**src/rtl/carregador_limites_temperatura_pkg.sv**
```systemverilog
// carregador_limites_temperatura_pkg: shared state encoding, error codes and frame constants
//  Exports: estado_t (ESPERA, RECEBE, CHECA, APLICA), ERR_* error codes, CABECALHO_PADRAO.
package carregador_limites_temperatura_pkg;
    typedef enum logic [1:0] {
        ESPERA = 2'd0,
        RECEBE = 2'd1,
        CHECA  = 2'd2,
        APLICA = 2'd3
    } estado_t;
    localparam logic [1:0] ERR_NENHUM   = 2'b00;
    localparam logic [1:0] ERR_CHECKSUM = 2'b01;
    localparam logic [1:0] ERR_ORDEM    = 2'b10;
    localparam logic [1:0] ERR_TIMEOUT  = 2'b11;
    localparam logic [7:0] CABECALHO_PADRAO = 8'hA5;
    localparam int         BYTES_DADOS      = 8;
endpackage

```
**src/rtl/carregador_limites_temperatura_if.sv**
```systemverilog
// carregador_limites_temperatura_if: byte stream from the serial receiver to the threshold loader
//  dado_byte   8  received byte
//  dado_valido 1  one-cycle strobe, dado_byte valid this cycle (no backpressure)
//  master: serial receiver side; slave: loader side.
interface carregador_limites_temperatura_if;
    logic [7:0] dado_byte;
    logic       dado_valido;
    modport master (output dado_byte, output dado_valido);
    modport slave  (input  dado_byte, input  dado_valido);
endinterface

```
**src/rtl/comparador_n.sv**
```systemverilog
// comparador_n: unsigned N-bit magnitude comparator
//  a, b   in  N  operands
//  menor  out 1  a < b
//  igual  out 1  a == b
module comparador_n #(
    parameter int N = 16
) (
    input  logic [N-1:0] a,
    input  logic [N-1:0] b,
    output logic         menor,
    output logic         igual
);
    assign menor = a < b;
    assign igual = a == b;
endmodule

```
**src/rtl/carregador_limites_temperatura.sv**
```systemverilog
// carregador_limites_temperatura: assembles framed bytes into four thresholds and commits them atomically
//  clock, reset        clock (rising edge) and synchronous active-high reset
//  rx                  byte stream (slave modport of carregador_limites_temperatura_if)
//  lim_temp1..4        committed thresholds, registered
//  atualizado, erro    one-cycle pulses on commit / rejection
//  erro_codigo         last error: 00 none, 01 checksum, 10 order, 11 timeout
//  ocupado             high while a frame is being handled
//  Build option: define CARREGADOR_VERIFICA_ORDEM_EN to require lim1<=lim2<=lim3<=lim4 before commit.
module carregador_limites_temperatura
    import carregador_limites_temperatura_pkg::*;
#(
    parameter int           N         = 16,
    parameter logic [7:0]   CABECALHO = CABECALHO_PADRAO,
    parameter int           TIMEOUT   = 1000000,
    parameter logic [N-1:0] LIM1_RST  = N'(400),
    parameter logic [N-1:0] LIM2_RST  = N'(500),
    parameter logic [N-1:0] LIM3_RST  = N'(600),
    parameter logic [N-1:0] LIM4_RST  = N'(700)
) (
    input  logic                                 clock,
    input  logic                                 reset,
    carregador_limites_temperatura_if.slave      rx,
    output logic [N-1:0]                         lim_temp1,
    output logic [N-1:0]                         lim_temp2,
    output logic [N-1:0]                         lim_temp3,
    output logic [N-1:0]                         lim_temp4,
    output logic                                 atualizado,
    output logic                                 erro,
    output logic [1:0]                           erro_codigo,
    output logic                                 ocupado
);
    localparam int TW = $clog2(TIMEOUT + 1);

    estado_t          estado_q, estado_d;
    logic [2:0]       idx_q, idx_d;
    logic [TW-1:0]    timer_q, timer_d;
    logic [4*N-1:0]   stg_q, stg_d;
    logic [7:0]       xor_q, xor_d;
    logic             ok_q, ok_d;
    logic [N-1:0]     lim1_q, lim1_d, lim2_q, lim2_d, lim3_q, lim3_d, lim4_q, lim4_d;
    logic             atualizado_q, atualizado_d, erro_q, erro_d;
    logic [1:0]       codigo_q, codigo_d;
    logic             ordem_ok;

    // Staged thresholds; lim1 arrives first so it ends up in the top bits.
    logic [N-1:0] s1, s2, s3, s4;
    assign s1 = stg_q[4*N-1 -: N];
    assign s2 = stg_q[3*N-1 -: N];
    assign s3 = stg_q[2*N-1 -: N];
    assign s4 = stg_q[N-1 -: N];

`ifdef CARREGADOR_VERIFICA_ORDEM_EN
    logic m12, i12, m23, i23, m34, i34;
    comparador_n #(.N(N)) u_cmp12 (.a(s1), .b(s2), .menor(m12), .igual(i12));
    comparador_n #(.N(N)) u_cmp23 (.a(s2), .b(s3), .menor(m23), .igual(i23));
    comparador_n #(.N(N)) u_cmp34 (.a(s3), .b(s4), .menor(m34), .igual(i34));
    assign ordem_ok = (m12 | i12) & (m23 | i23) & (m34 | i34);
`else
    assign ordem_ok = 1'b1;
`endif

    always_comb begin
        estado_d     = estado_q;
        idx_d        = idx_q;
        timer_d      = timer_q;
        stg_d        = stg_q;
        xor_d        = xor_q;
        ok_d         = ok_q;
        lim1_d       = lim1_q;
        lim2_d       = lim2_q;
        lim3_d       = lim3_q;
        lim4_d       = lim4_q;
        atualizado_d = 1'b0;
        erro_d       = 1'b0;
        codigo_d     = codigo_q;
        case (estado_q)
            ESPERA: begin
                if (rx.dado_valido && rx.dado_byte == CABECALHO) begin
                    estado_d = RECEBE;
                    idx_d    = '0;
                    timer_d  = '0;
                    xor_d    = '0;
                end
            end
            RECEBE, CHECA: begin
                if (rx.dado_valido) begin
                    timer_d = '0;
                    if (estado_q == RECEBE) begin
                        // A header value here is just data: no resynchronisation mid-frame.
                        stg_d    = {stg_q[4*N-9:0], rx.dado_byte};
                        xor_d    = xor_q ^ rx.dado_byte;
                        idx_d    = idx_q + 3'd1;
                        estado_d = (idx_q == 3'(BYTES_DADOS - 1)) ? CHECA : RECEBE;
                    end else begin
                        ok_d     = rx.dado_byte == xor_q;
                        estado_d = APLICA;
                    end
                end else if (timer_q == TW'(TIMEOUT - 1)) begin
                    estado_d = ESPERA;
                    stg_d    = '0;
                    erro_d   = 1'b1;
                    codigo_d = ERR_TIMEOUT;
                end else begin
                    timer_d = timer_q + 1'b1;
                end
            end
            APLICA: begin
                // Checksum failure takes priority over an ordering failure.
                estado_d = ESPERA;
                if (!ok_q) begin
                    erro_d   = 1'b1;
                    codigo_d = ERR_CHECKSUM;
                end else if (!ordem_ok) begin
                    erro_d   = 1'b1;
                    codigo_d = ERR_ORDEM;
                end else begin
                    lim1_d       = s1;
                    lim2_d       = s2;
                    lim3_d       = s3;
                    lim4_d       = s4;
                    atualizado_d = 1'b1;
                    codigo_d     = ERR_NENHUM;
                end
            end
            default: estado_d = ESPERA;
        endcase
    end

    always_ff @(posedge clock) begin
        if (reset) begin
            estado_q     <= ESPERA;
            idx_q        <= '0;
            timer_q      <= '0;
            stg_q        <= '0;
            xor_q        <= '0;
            ok_q         <= 1'b0;
            lim1_q       <= LIM1_RST;
            lim2_q       <= LIM2_RST;
            lim3_q       <= LIM3_RST;
            lim4_q       <= LIM4_RST;
            atualizado_q <= 1'b0;
            erro_q       <= 1'b0;
            codigo_q     <= ERR_NENHUM;
        end else begin
            estado_q     <= estado_d;
            idx_q        <= idx_d;
            timer_q      <= timer_d;
            stg_q        <= stg_d;
            xor_q        <= xor_d;
            ok_q         <= ok_d;
            lim1_q       <= lim1_d;
            lim2_q       <= lim2_d;
            lim3_q       <= lim3_d;
            lim4_q       <= lim4_d;
            atualizado_q <= atualizado_d;
            erro_q       <= erro_d;
            codigo_q     <= codigo_d;
        end
    end

    assign lim_temp1   = lim1_q;
    assign lim_temp2   = lim2_q;
    assign lim_temp3   = lim3_q;
    assign lim_temp4   = lim4_q;
    assign atualizado  = atualizado_q;
    assign erro        = erro_q;
    assign erro_codigo = codigo_q;
    assign ocupado     = estado_q != ESPERA;
endmodule
```
**src/flat_wrapper.sv**
```systemverilog
// flat-port wrapper written by rule: the top's interface ports become plain ports
module carregador_limites_temperatura_flat import carregador_limites_temperatura_pkg::*;
#(
    parameter int           N         = 16,
    parameter logic [7:0]   CABECALHO = CABECALHO_PADRAO,
    parameter int           TIMEOUT   = 1000000,
    parameter logic [N-1:0] LIM1_RST  = N'(400),
    parameter logic [N-1:0] LIM2_RST  = N'(500),
    parameter logic [N-1:0] LIM3_RST  = N'(600),
    parameter logic [N-1:0] LIM4_RST  = N'(700)
)
  (clock, reset, lim_temp1, lim_temp2, lim_temp3, lim_temp4, atualizado, erro, erro_codigo, ocupado, rx_dado_byte, rx_dado_valido);
  carregador_limites_temperatura_if rx_i ();
  input  logic clock;
  input  logic reset;
  output logic [N-1:0] lim_temp1;
  output logic [N-1:0] lim_temp2;
  output logic [N-1:0] lim_temp3;
  output logic [N-1:0] lim_temp4;
  output logic atualizado;
  output logic erro;
  output logic [1:0] erro_codigo;
  output logic ocupado;
  input wire logic [$bits(rx_i.dado_byte)-1:0] rx_dado_byte;
  input wire logic [$bits(rx_i.dado_valido)-1:0] rx_dado_valido;
  assign rx_i.dado_byte = rx_dado_byte;
  assign rx_i.dado_valido = rx_dado_valido;
  carregador_limites_temperatura #(.N(N), .CABECALHO(CABECALHO), .TIMEOUT(TIMEOUT), .LIM1_RST(LIM1_RST), .LIM2_RST(LIM2_RST), .LIM3_RST(LIM3_RST), .LIM4_RST(LIM4_RST)) u_core (.clock(clock), .reset(reset), .rx(rx_i), .lim_temp1(lim_temp1), .lim_temp2(lim_temp2), .lim_temp3(lim_temp3), .lim_temp4(lim_temp4), .atualizado(atualizado), .erro(erro), .erro_codigo(erro_codigo), .ocupado(ocupado));
endmodule
```
**config.mk**
```make
export PLATFORM = sky130hd
export DESIGN_NAME = carregador_limites_temperatura_flat
export DESIGN_NICKNAME = d
export VERILOG_FILES = /design/src/rtl/carregador_limites_temperatura_pkg.sv /design/src/rtl/carregador_limites_temperatura_if.sv /design/src/rtl/comparador_n.sv /design/src/rtl/carregador_limites_temperatura.sv /design/src/flat_wrapper.sv
export SDC_FILE = /design/constraint.sdc
export NUM_CORES = 1
export LEC_CHECK = 0
export BUFFER_PORTS_ARGS = -buffer_cell sky130_fd_sc_hd__buf_2
export CAP_MARGIN = 10
export CORE_MARGIN = 2
export CORE_UTILIZATION = 31
export CTS_CLUSTER_DIAMETER = 50
export DETAILED_ROUTE_END_ITERATION = 16
export PLACE_DENSITY_LB_ADDON = 0.12
export SYNTH_ARGS = -nofsm -noshare
export SYNTH_HDL_FRONTEND = slang
export SYNTH_SLANG_ARGS = --single-unit
```
**constraint.sdc**
```tcl
create_clock -name clock -period 6.95 [get_ports clock]
set_input_delay 0.3475 -clock clock [delete_from_list [all_inputs] [get_ports clock]]
set_output_delay 0.3475 -clock clock [all_outputs]
set_load 0.02 [all_outputs]
```
==> run metrics <==
share of post-route cells with drive strength above 1=0.1392; crit path to=u_core.stg_q[2]; Required @ worst endpoint=7.22 ns; WL per Instance=approximately 15 um; Final Hold Viols=0; placed insts=between 1k and 1.5k; final worst slack=about 4.0 ns; most used flip-flop cell after synthesis=sky130_fd_sc_hd__dfxtp_1; launch point of the worst reg-to-reg path=u_core.estado_q[1]; Ports=80; FF-to-FF setup slack=between 3 and 4 ns; non-filler cells, final=about 1.2k; maximum number of pins on one net before global-route repair=between 90 and 100; grt total ovfl=0; EDFF count, synth=0; final design utilization=0.3726; minimum setup slack after placement=slightly below 4 ns; CTS clock-pin slew for the worst setup and hold paths=0.07 ns; CP max-delay cell=sky130_fd_sc_hd__ha_1; largest stage delay on the critical path=0.73 ns; total global routing track utilization=0.1588; post-synthesis share of cell area spent on full adders, half adders and majority gates=0.01322; PwrDens=261.1 mW/mm^2; FF+latch count, synth=roughly 170; crit path DAT=approximately 3.3 ns; area grow syn2layout=18.25%; remaining max-slew budget at the tightest pin=0.3155; count of pins over their slew limit=0; gpl congestion=0.7697; wirelength, routed=~17000 um; unrepaired setup endpoints after global routing=false; portion of the post-synthesis area used by sequential elements=0.5017; Gates resized, CTS repair=0; Peak VDD IR=0.1581 mV; via total after detailed routing=a little under 6k; final hold slack=around 0.21 ns; Synth Area in XOR/XNOR=0; transition time of the tightest slew-check pin=1.017 ns; Core Region=0.02102 mm^2; end of the worst register-to-register path=u_core.stg_q[2]; drt first-iter violations=about 380; crit share post-route=0.4305; Worst Clk Skew=~0.009 ns; leading cell type in the layout, fill and taps excluded=sky130_fd_sc_hd__nand2_1; via count of the first global-routing pass=approximately 5.4k; R2R cell count=8; gate count after technology mapping=836; fraction of the mapped netlist area in compound gates=0.1598; TritonCTS Sinks=roughly 170; most used cells in the layout excluding fill and tap cells=sky130_fd_sc_hd__nand2_1 (210), sky130_fd_sc_hd__dfxtp_1 (166), sky130_fd_sc_hd__a21oi_1 (148); Static Leak=around 2.8 nW; worst-path fanout max=62; distinct cell type count of the synthesized netlist=38; Horiz. Die Dim=roughly 150 um; first drt pass iteration count=5; Tmin final=roughly 3.0 ns; combinational family with the most area after synthesis=simple AND/OR/NAND/NOR gates; Setup violations, final=0; startpoint type of the worst setup path=flop; number of hold buffers added after cts=0; sum of negative setup slack=0 ns; critical path startpoint=u_core.estado_q[1]; internal power=around 1.6 mW; Setup CP Type=flop to flop; Hold Crit Class=primary input to flop; net switching power=about 0.47 mW; simple logic cell fraction of the synthesized area=0.2762; max_cap viols=0; Total Nets Final=approximately 900; element type at the critical path end=flop; Residual DRC=0; cell breakdown of the critical path=inv_1 -> ha_1 -> nor2b_1 -> and3_1 -> a21oi_4 -> buf_4 -> nand2_1 -> a21oi_1; clock group share of total power=0.507; portion of netlist area occupied by mux cells=0; Synthesized Nets=~850; wire length of the first global-routing pass=between 20000 and 30000 um; share of power burned in combinational logic=0.028; cell at the root of the clock tree=sky130_fd_sc_hd__clkbuf_16; post-synthesis async set-or-reset flop share=0; number of buffers inserted by port buffering=between 70 and 80; buffers inserted during post-CTS setup optimization=0; Die Outline Area=around 0.023 mm^2; diode count=0; Rows=53; Design Power=2.045 mW; sequential share of power=0.466; post-synthesis average cell area=7.923 um^2; outcome=finished, final reports clean; TritonCTS Buffers=17; final non-filler cell area=0.007833 mm^2; total standard cell area after synthesis=between 0.006 and 0.007 mm^2; switch share=0.2275; level count of the clock H-tree=4; via count normalized by instance count=between 4 and 5; warnings from Yosys=0; Layout fillers=roughly 2.2k; maximum root-to-sink buffer count=2; initial antenna violation count=0; source-to-sink clock delay at the later pin of the worst-skew pair=approximately 0.43 ns; FMAX=around 0.33 GHz; start point of the worst hold path=rx_dado_byte[4]; Post-DP Area=around 0.0072 mm^2; DPL Wire Length=approximately 11000 um; Die H=approximately 150 um; effective utilization at floorplan=0.3151; TritonCTS clock tree=built; antenna-violating nets left=0
[how the worst min path moves through the flow]
stage | endpoint | slack (ns) | depth (start not counted)
5_1_grt | u_core.stg_q[4] | 0.20 | 3
3_3_place_gp | u_core.lim_temp1[14] | 0.44 | 2
3_5_place_dp | u_core.lim_temp1[13] | 0.44 | 2
4_1_cts | u_core.stg_q[4] | 0.19 | 3
2_1_floorplan | u_core.stg_q[56] | 0.43 | 2
6_report | u_core.stg_q[4] | 0.21 | 3
[logic make-up after synthesis]
family	after synthesis
simple gates	388
flops	166
compound gates	191
buf+inv	84
fa+ha+maj	7
[layout make-up]
type	instances	area (um^2)	area share
clock inverter	14	215.2	0.02748
multi-input combinational	586	2992	0.3819
tap	275	344.1	0.04393
sequential	166	3323	0.4243
clock buffer	18	429.2	0.05479
inverter	21	78.83	0.01006
timing repair buffer	86	450.4	0.05751
[state kept, by name (all words and copies together), names as in the netlist, 2 cells and up]
name / flops
u_core.timer_q: 20
u_core.lim_temp3: 16
u_core.lim_temp4: 16
u_core.idx_q: 3
u_core.xor_q: 8
u_core.stg_q: 64
u_core.erro_codigo: 2
u_core.estado_q: 2
u_core.lim_temp1: 16
u_core.lim_temp2: 16
[power groups by stage]
stage,sequential (mW),combinational [mW],clock (mW)
floorplan,0.974,0.0391,0
global placement,0.974,0.0573,0
detailed placement,0.974,0.0570,0
CTS,0.952,0.0572,1.07
global route,0.951,0.0628,1.11
finish,0.952,0.0564,1.04
[synthesized netlist by cell type, drive strengths merged, types with 2 or more instances]
cell type	n	area, um^2
and2	2	12.51
or3	13	81.33
o32ai	12	105.1
inv	21	78.83
nor2b	2	12.51
a21oi	149	745.7
and3	3	18.77
buf	10	47.55
a221oi	2	17.52
nand2	211	792.0
o31ai	7	52.55
nand4	8	50.05
a21o	3	30.02
or4b	2	20.02
nor2	12	45.04
or2	3	18.77
nor4	2	12.51
o21ai	12	60.06
clkbuf	53	198.9
dfxtp	166	3323
nand3b	20	150.1
nor4b	2	17.52
a211oi	2	15.01
nand2b	20	125.1
nand3	77	385.4
or4	8	60.06
ha	7	87.58
[layer usage]
metal,up-vias,global-route usage,routed length (um)
met1,2717,0.2281,8934
li1,2941,-,-
met4,0,0.04387,180
met2,93,0.2365,7671
met3,11,0.03909,585
met5,-,0,0
[critical path, delay by kind of cell, from the launching register on]
kind | cells | cell delay, ns
and+or+nand+nor | 3 | 1.12
adders and majority gates | 1 | 0.73
buffers and inverters | 2 | 0.44
DFF | 1 | 0.38
AOI/OAI and AO/OA | 2 | 0.14
No activity file was read; power rests on OpenSTA's default activity.
